--- config.mk ---
export PLATFORM = sky130hd
export DESIGN_NAME = mem_access_master
export DESIGN_NICKNAME = d
export VERILOG_FILES = /design/src/rtl/mem_access_master.sv
export SDC_FILE = /design/constraint.sdc
export NUM_CORES = 1
export LEC_CHECK = 0
export CAP_MARGIN = 15
export CORE_MARGIN = 2
export CORE_UTILIZATION = 60
export CTS_BUF_LIST = sky130_fd_sc_hd__clkbuf_8
export CTS_CLUSTER_SIZE = 14
export DETAILED_ROUTE_END_ITERATION = 8
export DONT_BUFFER_PORTS = 1
export GPL_TIMING_DRIVEN = 0
export PLACE_DENSITY = 0.77
export SLEW_MARGIN = 25
export SYNTH_ARGS = -nofsm -noshare
export SYNTH_HDL_FRONTEND = slang
export SYNTH_SLANG_ARGS = --single-unit
--- constraint.sdc ---
create_clock -name i_clk -period 9.6 [get_ports i_clk]
set_input_delay 0.96 -clock i_clk [delete_from_list [all_inputs] [get_ports i_clk]]
set_output_delay 0.96 -clock i_clk [all_outputs]
set_load 0.02 [all_outputs]
--- src/rtl/mem_access_master.sv ---
// ============================================================================
// Module   : mem_access_master
// Brief    : CPU load/store to Wishbone (pipelined) single-access master with
//            byte/half/word lanes, alignment check and optional ack timeout
//            (enabled by defining MEM_ACCESS_TIMEOUT_EN).
// Revision : 1.0 - initial release
// ============================================================================
`default_nettype none

module mem_access_master #(
    parameter int TIMEOUT_CYCLES = 255
) (
    input  logic        i_clk,
    input  logic        i_rst,
    input  logic        i_req,
    input  logic        i_we,
    input  logic [1:0]  i_size,
    input  logic        i_unsigned,
    input  logic [31:0] i_addr,
    input  logic [31:0] i_wdata,
    output logic        o_busy,
    output logic        o_done,
    output logic        o_err,
    output logic [31:0] o_rdata,
    output logic        o_wb_cyc,
    output logic        o_wb_stb,
    output logic        o_wb_we,
    output logic [31:0] o_wb_addr,
    output logic [31:0] o_wb_data,
    output logic [3:0]  o_wb_sel,
    input  logic        i_wb_ack,
    input  logic        i_wb_stall,
    input  logic [31:0] i_wb_data
);

    localparam logic [1:0] c_S_IDLE   = 2'd0;
    localparam logic [1:0] c_S_STROBE = 2'd1;
    localparam logic [1:0] c_S_WAIT   = 2'd2;
    localparam logic [1:0] c_S_DONE   = 2'd3;

    logic [1:0]  r_state;
    logic        r_we;
    logic        r_err;
    logic [1:0]  r_size;
    logic [1:0]  r_lsb;
    logic        r_unsigned;
    logic [31:0] r_wb_addr;
    logic [31:0] r_wb_data;
    logic [3:0]  r_wb_sel;
    logic [31:0] r_rdata;

    logic        w_bus;
    logic        w_misaligned;
    logic        w_ack_now;
    logic        w_tmo;
    logic [3:0]  w_sel;
    logic [31:0] w_wdata;
    logic [31:0] w_shifted;
    logic [31:0] w_load;

    assign w_bus = (r_state == c_S_STROBE) || (r_state == c_S_WAIT);

    // Size 11 behaves as a word everywhere, hence the use of i_size[1] alone.
    assign w_misaligned = ((i_size == 2'b01) && i_addr[0]) ||
                          (i_size[1] && (i_addr[1:0] != 2'b00));

    // A stalled strobe has not been accepted, so an ack alongside it is ignored.
    assign w_ack_now = i_wb_ack &&
                       ((r_state == c_S_WAIT) ||
                        ((r_state == c_S_STROBE) && !i_wb_stall));

    always_comb begin
        w_sel   = 4'b1111;
        w_wdata = i_wdata;
        case (i_size)
            2'b00: begin
                w_sel   = 4'b0001 << i_addr[1:0];
                w_wdata = {4{i_wdata[7:0]}};
            end
            2'b01: begin
                w_sel   = 4'b0011 << i_addr[1:0];
                w_wdata = {2{i_wdata[15:0]}};
            end
            default: begin
                w_sel   = 4'b1111;
                w_wdata = i_wdata;
            end
        endcase
    end

    assign w_shifted = i_wb_data >> {r_lsb, 3'b000};

    always_comb begin
        w_load = w_shifted;
        case (r_size)
            2'b00:   w_load = r_unsigned ? {24'h0, w_shifted[7:0]}
                                         : {{24{w_shifted[7]}}, w_shifted[7:0]};
            2'b01:   w_load = r_unsigned ? {16'h0, w_shifted[15:0]}
                                         : {{16{w_shifted[15]}}, w_shifted[15:0]};
            default: w_load = w_shifted;
        endcase
    end

`ifdef MEM_ACCESS_TIMEOUT_EN
    localparam int c_CNT_W = (TIMEOUT_CYCLES > 1) ? $clog2(TIMEOUT_CYCLES + 1) : 1;

    logic [c_CNT_W-1:0] r_cnt;

    // Counter sits at zero in IDLE, so it starts from zero on entering STROBE.
    always_ff @(posedge i_clk or posedge i_rst) begin
        if (i_rst) begin
            r_cnt <= '0;
        end else if (w_bus) begin
            r_cnt <= r_cnt + 1'b1;
        end else begin
            r_cnt <= '0;
        end
    end

    assign w_tmo = w_bus && (r_cnt == c_CNT_W'(TIMEOUT_CYCLES - 1));
`else
    // Without the timeout feature the limit is unused; keep it visible.
    if (TIMEOUT_CYCLES > 0) begin : g_no_tmo
        assign w_tmo = 1'b0;
    end else begin : g_no_tmo_zero
        assign w_tmo = 1'b0;
    end
`endif

    always_ff @(posedge i_clk or posedge i_rst) begin
        if (i_rst) begin
            r_state    <= c_S_IDLE;
            r_we       <= 1'b0;
            r_err      <= 1'b0;
            r_size     <= 2'b00;
            r_lsb      <= 2'b00;
            r_unsigned <= 1'b0;
            r_wb_addr  <= 32'h0;
            r_wb_data  <= 32'h0;
            r_wb_sel   <= 4'b0000;
            r_rdata    <= 32'h0;
        end else begin
            case (r_state)
                c_S_IDLE: begin
                    r_err <= 1'b0;
                    if (i_req) begin
                        r_we       <= i_we;
                        r_size     <= i_size;
                        r_lsb      <= i_addr[1:0];
                        r_unsigned <= i_unsigned;
                        r_wb_addr  <= {i_addr[31:2], 2'b00};
                        r_wb_data  <= w_wdata;
                        r_wb_sel   <= w_sel;
                        if (w_misaligned) begin
                            r_state <= c_S_DONE;
                            r_err   <= 1'b1;
                        end else begin
                            r_state <= c_S_STROBE;
                        end
                    end
                end
                c_S_STROBE, c_S_WAIT: begin
                    if (w_ack_now) begin
                        r_state <= c_S_DONE;
                        if (!r_we) begin
                            r_rdata <= w_load;
                        end
                    end else if (w_tmo) begin
                        r_state <= c_S_DONE;
                        r_err   <= 1'b1;
                    end else if ((r_state == c_S_STROBE) && !i_wb_stall) begin
                        r_state <= c_S_WAIT;
                    end
                end
                default: begin
                    r_state <= c_S_IDLE;
                    r_err   <= 1'b0;
                end
            endcase
        end
    end

    assign o_busy    = (r_state != c_S_IDLE);
    assign o_done    = (r_state == c_S_DONE);
    assign o_err     = r_err && (r_state == c_S_DONE);
    assign o_rdata   = r_rdata;
    assign o_wb_cyc  = w_bus;
    assign o_wb_stb  = (r_state == c_S_STROBE);
    assign o_wb_we   = r_we && w_bus;
    assign o_wb_addr = r_wb_addr;
    assign o_wb_data = r_wb_data;
    assign o_wb_sel  = r_wb_sel;

endmodule

`default_nettype wire

==> impl_metrics.ini, run 1 <==
[finish]
finalInstanceArea_sq_um = 5358
final_util_pct = 65.87
layout_commonest_cell = dfrtp_1
final_nets = 592
final_cells = 592
drive_gt1_share_pct = 17.66
area_growth_pct = 7.318
antennaDiodeCount = 0
layout_common_cells = 107 x dfrtp_1, 58 x nand2_1, 53 x mux2_2

[synth]
netlist-cell-type-count = 29
synth_top_family_by_area = multiplexers
synthSimpleGateAreaFrac_pct = 12.46
synth_compound_area_share_pct = 8.997
synthAdderAreaFrac_pct = 1.003
yosys.area.top_type = dfrtp_1
yosysWarnings = 0
syn_inst = 470
synthMuxAreaShare_pct = 20.23
synth_top_area_share_pct = 53.63
syn_area_sq_um = 4992
ys_seq_area_share_pct = 53.63
synth_xor_xnor_area_share_pct = 0
syn_area_per_cell_sq_um = 10.62
ys_ff_latch = 107
ys_top_cells_by_area = dfrtp_1 54%, mux2_2 12%, mux2i_1 7.8%

[placement]
gp_congestion = 0.8298
placed_cells = 577
place_area_sq_um = 5160
io_buffers = 0
dpl.hpwl_um = 9256

[clocking]
root_buffer = clkbuf_8
clk_path_buf_depth = 2
post_cts_buffers = 0
path_clk_slew_ns = 0.10
cts-resized-gates = 0
numCtsBuffers = 9
clock_sinks = 107
h-tree-depth = 3
ctsHoldBuffers = 0
cts_tree = done
insertion_delay_ns = 0.36

[worst_setup_path]
critPathBufInv = 2
crit_family = adder cells
slowest_stage = ha_1
cpMostUsedCell = inv_1
crit_fanout = 7
max_stage_delay_ns = 0.51
required_ns = 8.64
end_kind = output port
path_class = register to output port
r2r_slack_ns = 7.22
crit_cells = 4
path_cells = inv_1, ha_1, inv_1, nor2_1
startpoint_type = register
reg2reg_depth = 6
cp.arrival_ns = 1.86

[detailed_routing]
final_antenna_net_count = 0
drt-initial-drc-count = 130
drc = 0
wl_per_cell_um = 20.30
firstDrtPassIters = 5
wl_um = 12020
vias = 3544
via_per_inst = 5.986

[pwr]
ir_drop_mv = 0.1735
power.density_nw_per_um2 = 364.9
p_leak_nw = 2.458

[timing]
min_period_over_period_pct = 29.35
slew_viol_final = 0
max_freq_mhz = 355.0
hold_viol_final = 0
tightest_slew_ns = 0.8389
hold_ws_ns = 0.4834
min_period_ns = 2.817
rsz0062_at_grt = no
tns_ns = 0
setup_violations = 0
skew_ns = 0.01113
slew_headroom_pct = 43.86

[global_route]
grt_pass1_wl_um = 18210
antenna_found_initial = 0
grt_overflow = 0
track_usage_pct = 26.33
grt_max_degree = 59
grt_pass1_vias = 3613

[floorplanning]
die-width_um = 95.22
die_y_um = 95.22
rows = 33
ioPinCount = 211
die_area_sq_um = 9066
core-area_sq_um = 8134
start_util_pct = 61.38

[run]
maxCapViolCount = 0

[min_path]
hp-class = input pin to asynchronous set/reset pin

[run_status]
outcome = complete, no violations
==> power by group <==
part	switching (mW)	leakage [nW]	internal, mW
logic	0.330	1.06	0.271
clock network	0.156	0.0938	0.123
registers	0.407	1.30	0.668
total	0.893	2.46	1.06
==> layer usage <==
metal / GRT usage (%) / vias to the layer above / wire, um
met1: 32.95 / 1685 / 4584
met4: 6.763 / 0 / 199
met2: 42.96 / 197 / 5818
li1: - / 1639 / -
met5: 0 / - / 0
met3: 10.28 / 23 / 1414
==> cell families after synthesis <==
| family | count (synthesis) |
|---|---|
| AND/OR/NAND/NOR | 145 |
| flip-flops | 107 |
| multiplexers | 93 |
| AO/OA/AOI/OAI | 81 |
| buffers and inverters | 39 |
| adder cells (fa/ha/maj) | 4 |
| other | 1 |
==> metrics by stage <==
step / power, mW / worst slack (ns)
after floorplan: 1.523 / 5.823
after CTS: 1.964 / 6.764
final: 1.955 / 6.783
after global routing: 2.075 / 6.658
after detailed placement: 1.689 / 7.136
after global placement: 1.649 / 4.836
==> worst paths after layout <==
kind | startpoint | endpoint
max reg2reg | r_state[1]$_DFFE_PP0P_ | o_rdata[9]$_DFFE_PP0P_
min | i_rst | o_wb_addr[10]$_DFFE_PP0P_
min in group i_clk | r_err$_DFFE_PP0P_ | r_err$_DFFE_PP0P_
min reg2reg | r_err$_DFFE_PP0P_ | r_err$_DFFE_PP0P_
max | r_state[1]$_DFFE_PP0P_ | o_wb_we
max in group asynchronous | i_rst | o_wb_data[25]$_DFFE_PP0P_
==> layout make-up <==
class                      instances  area, sq um
buffer                            32        153.9
tap                              105        131.4
clock inverter                     6        73.82
timing repair buffer               1        27.53
fill                             650         2776
sequential                       107         2678
inverter                           7        31.28
clock buffer                       9        123.9
multi-input combinational        325         2138
==> Yosys cell counts <==
cell,n
mux4_2,1
nand2_1,58
o31ai_1,1
o2111ai_1,1
nand3_1,30
buf_6,2
o2bb2ai_1,2
buf_2,9
ha_1,4
clkbuf_1,17
or2_2,1
o32a_1,1
conb_1,1
buf_1,2
nor2_1,41
dfrtp_1,107
o21ai_0,42
nor2b_1,6
o2111a_1,1
inv_1,7
mux2i_1,39
buf_4,2
a21oi_1,28
o211ai_1,2
o41ai_1,1
o21a_1,1
and2_1,9
o211ai_2,1
mux2_2,53
==> state kept, by name (all words and copies together), names as in the netlist <==
| signal | count |
|---|---|
| r_err | 1 |
| r_we | 1 |
| o_wb_sel | 4 |
| o_wb_data | 32 |
| o_rdata | 32 |
| r_size | 2 |
| r_lsb | 2 |
| o_wb_addr | 30 |
| r_state | 2 |
| r_unsigned | 1 |
==> worst reg2reg max path, stage by stage, from the launching register on <==
cell,delay [ns]
dfrtp_1,0.42
inv_1,0.11
ha_1,0.29
nor2b_1,0.31
o2111ai_1,0.34
a21oi_1,0.63
a21oi_1,0.14
(Power assumes the default switching activity.)
==> run 2: changes to the inputs <==
- clock period: 9.6 -> 2.7 ns (I/O delays scaled with it)
==> run 2 against run 1 <==
Worst setup slack worse by 6.6 ns. Sequential power increased to 3.5 times the previous value. Non-clock buffer count grew 3. Highest routed layer unchanged.
==> impl_metrics.ini, run 2 (synthesized netlist as in run 1, its figures left out) <==
[run_status]
outcome = complete, no violations

[detailed_routing]
final_antenna_net_count = 0
drt-initial-drc-count = 146
drc = 0
vias = 3638
wl_per_cell_um = 20.92
firstDrtPassIters = 5
wl_um = 12470
via_per_inst = 6.104

[clocking]
numCtsBuffers = 9
h-tree-depth = 3
clock_sinks = 107
root_buffer = clkbuf_8
path_clk_slew_ns = 0.12
clk_path_buf_depth = 2
insertion_delay_ns = 0.38
cts_tree = done

[pwr]
power.density_nw_per_um2 = 1303
p_clk_share_pct = 15.4
p_comb_share_pct = 30.6
p_sw_share_pct = 46.18
sequentialPowerShare_pct = 54.0
ir_drop_mv = 0.7364
p_leak_nw = 2.496
internal-power_mw = 3.808
power_switching_mw = 3.268

[timing]
rsz0062_at_grt = no
slew_viol_final = 0
skew_ns = 0.01315
hold_viol_final = 0
tns_ns = 0
min_period_over_period_pct = 91.70
slew_headroom_pct = 44.85
setup_violations = 0
tightest_slew_ns = 0.8242
min_period_ns = 2.476
max_freq_mhz = 403.9
fin_ws_ns = 0.2240

[global_route]
grt_pass1_vias = 3768
grt_overflow = 0
grt_max_degree = 34
antenna_found_initial = 0
grt_pass1_wl_um = 18820
track_usage_pct = 27.07

[floorplanning]
ioPinCount = 211
die_y_um = 95.22
start_util_pct = 61.38
rows = 33
die_area_sq_um = 9066
core-area_sq_um = 8134
die-width_um = 95.22

[finish]
antennaDiodeCount = 0
layout_common_cells = 107 x dfrtp_1, 58 x nand2_1, 53 x mux2_2
drive_gt1_share_pct = 18.13
final_nets = 595
layout_commonest_cell = dfrtp_1
final_util_pct = 66.76
area_growth_pct = 8.772

[worst_setup_path]
cp.arrival_ns = 2.69
r2r_slack_ns = 0.22
critPathBufInv = 1
path_class = register to register
max_stage_delay_ns = 0.69
startpoint_type = register
path_cells = inv_1, ha_1, nor2b_1, o2111ai_1, a21oi_1, a21oi_1
required_ns = 2.91
crit_fanout = 8
cpMostUsedCell = a21oi_1
end_kind = register
crit_family = compound AO/OA/AOI/OAI gates
slowest_stage = a21oi_1

[placement]
io_buffers = 0
pre_cts_ws_ns = 0.3100
dpl.hpwl_um = 9483
gp_congestion = 0.8405

[min_path]
hp-class = input pin to register

[run]
maxCapViolCount = 0
run 2: cell types whose count changed in the layout (fill, tap and decap cells not counted), sizes merged:
| cell | previous run | this run |
|---|---|---|
| buf | 16 | 18 |
| inv | 9 | 11 |
| clkinvlp | 2 | 1 |
| dlygate4sd3 | 0 | 1 |
run 2: layout make-up:
class	instances	area, sq um
inverters	7	30.03
clock buffers	9	123.9
repair buffers	4	77.57
clock inverters	7	97.59
flip-flops and latches	107	2678
plain buffers	32	153.9
well taps	105	131.4
multi-input cells	325	2138
fillers	676	2704
run 2: worst register-to-register path: stages (launching register included):
cell       delay (ns)
dfrtp_1          0.42
inv_1            0.11
ha_1             0.29
nor2b_1          0.32
o2111ai_1        0.34
a21oi_1          0.69
a21oi_1          0.16
run 2: per-stage QoR:
step | instances | instance area, sq um | total power [mW] | hold slack [ns]
6_report | 596 | 5430 | 7.076 | 0.02971
5_1_grt | 596 | 5430 | 7.499 | 0.007949
4_1_cts | 596 | 5430 | 7.099 | 0.02000
3_5_place_dp | 579 | 5199 | 6.026 | 0.2468
3_3_place_gp | 576 | 5131 | 5.867 | 0.4216
2_1_floorplan | 471 | 5000 | 5.415 | 0.4206
run 2: routing by layer:
metal / vias up / wire length (um) / GRT usage [%]
li1: 1650 / - / -
met1: 1781 / 4672 / 33.02
met2: 190 / 6138 / 45.19
met3: 17 / 1488 / 10.67
met4: 0 / 168 / 6.643
met5: - / 0 / 0
run 2: timing repair:
item | in CTS | in global routing
hold buffers | 1 | 0
setup buffers | 0 | 0
setup endpoints to repair | 0 | 0
resized for setup | 0 | 0
endpoints found under the hold margin | 22 | 0
run 2: worst paths after layout:
kind                                                  to  cells past startpoint              startpoint
worst max-delay path             o_rdata[12]$_DFFE_PP0P_                      6  r_state[1]$_DFFE_PP0P_
worst min-delay path            o_wb_addr[7]$_DFFE_PP0P_                      1               i_addr[7]
worst max register to register   o_rdata[12]$_DFFE_PP0P_                      6  r_state[1]$_DFFE_PP0P_
worst min register to register          r_we$_DFFE_PP0P_                      1        r_we$_DFFE_PP0P_
max in group asynchronous       o_wb_addr[8]$_DFFE_PP0P_                      4                   i_rst
min in group asynchronous        o_rdata[14]$_DFFE_PP0P_                      2                   i_rst
run 2: power by group through the flow:
| stage | Combinational, mW | Clock [mW] | Sequential (mW) |
|---|---|---|---|
| CTS | 2.17 | 1.10 | 3.83 |
| detailed placement | 2.17 | 0 | 3.86 |
| global placement | 2.04 | 0 | 3.83 |
| finish | 2.16 | 1.09 | 3.82 |
| global route | 2.42 | 1.16 | 3.92 |
| floorplan | 1.76 | 0 | 3.66 |
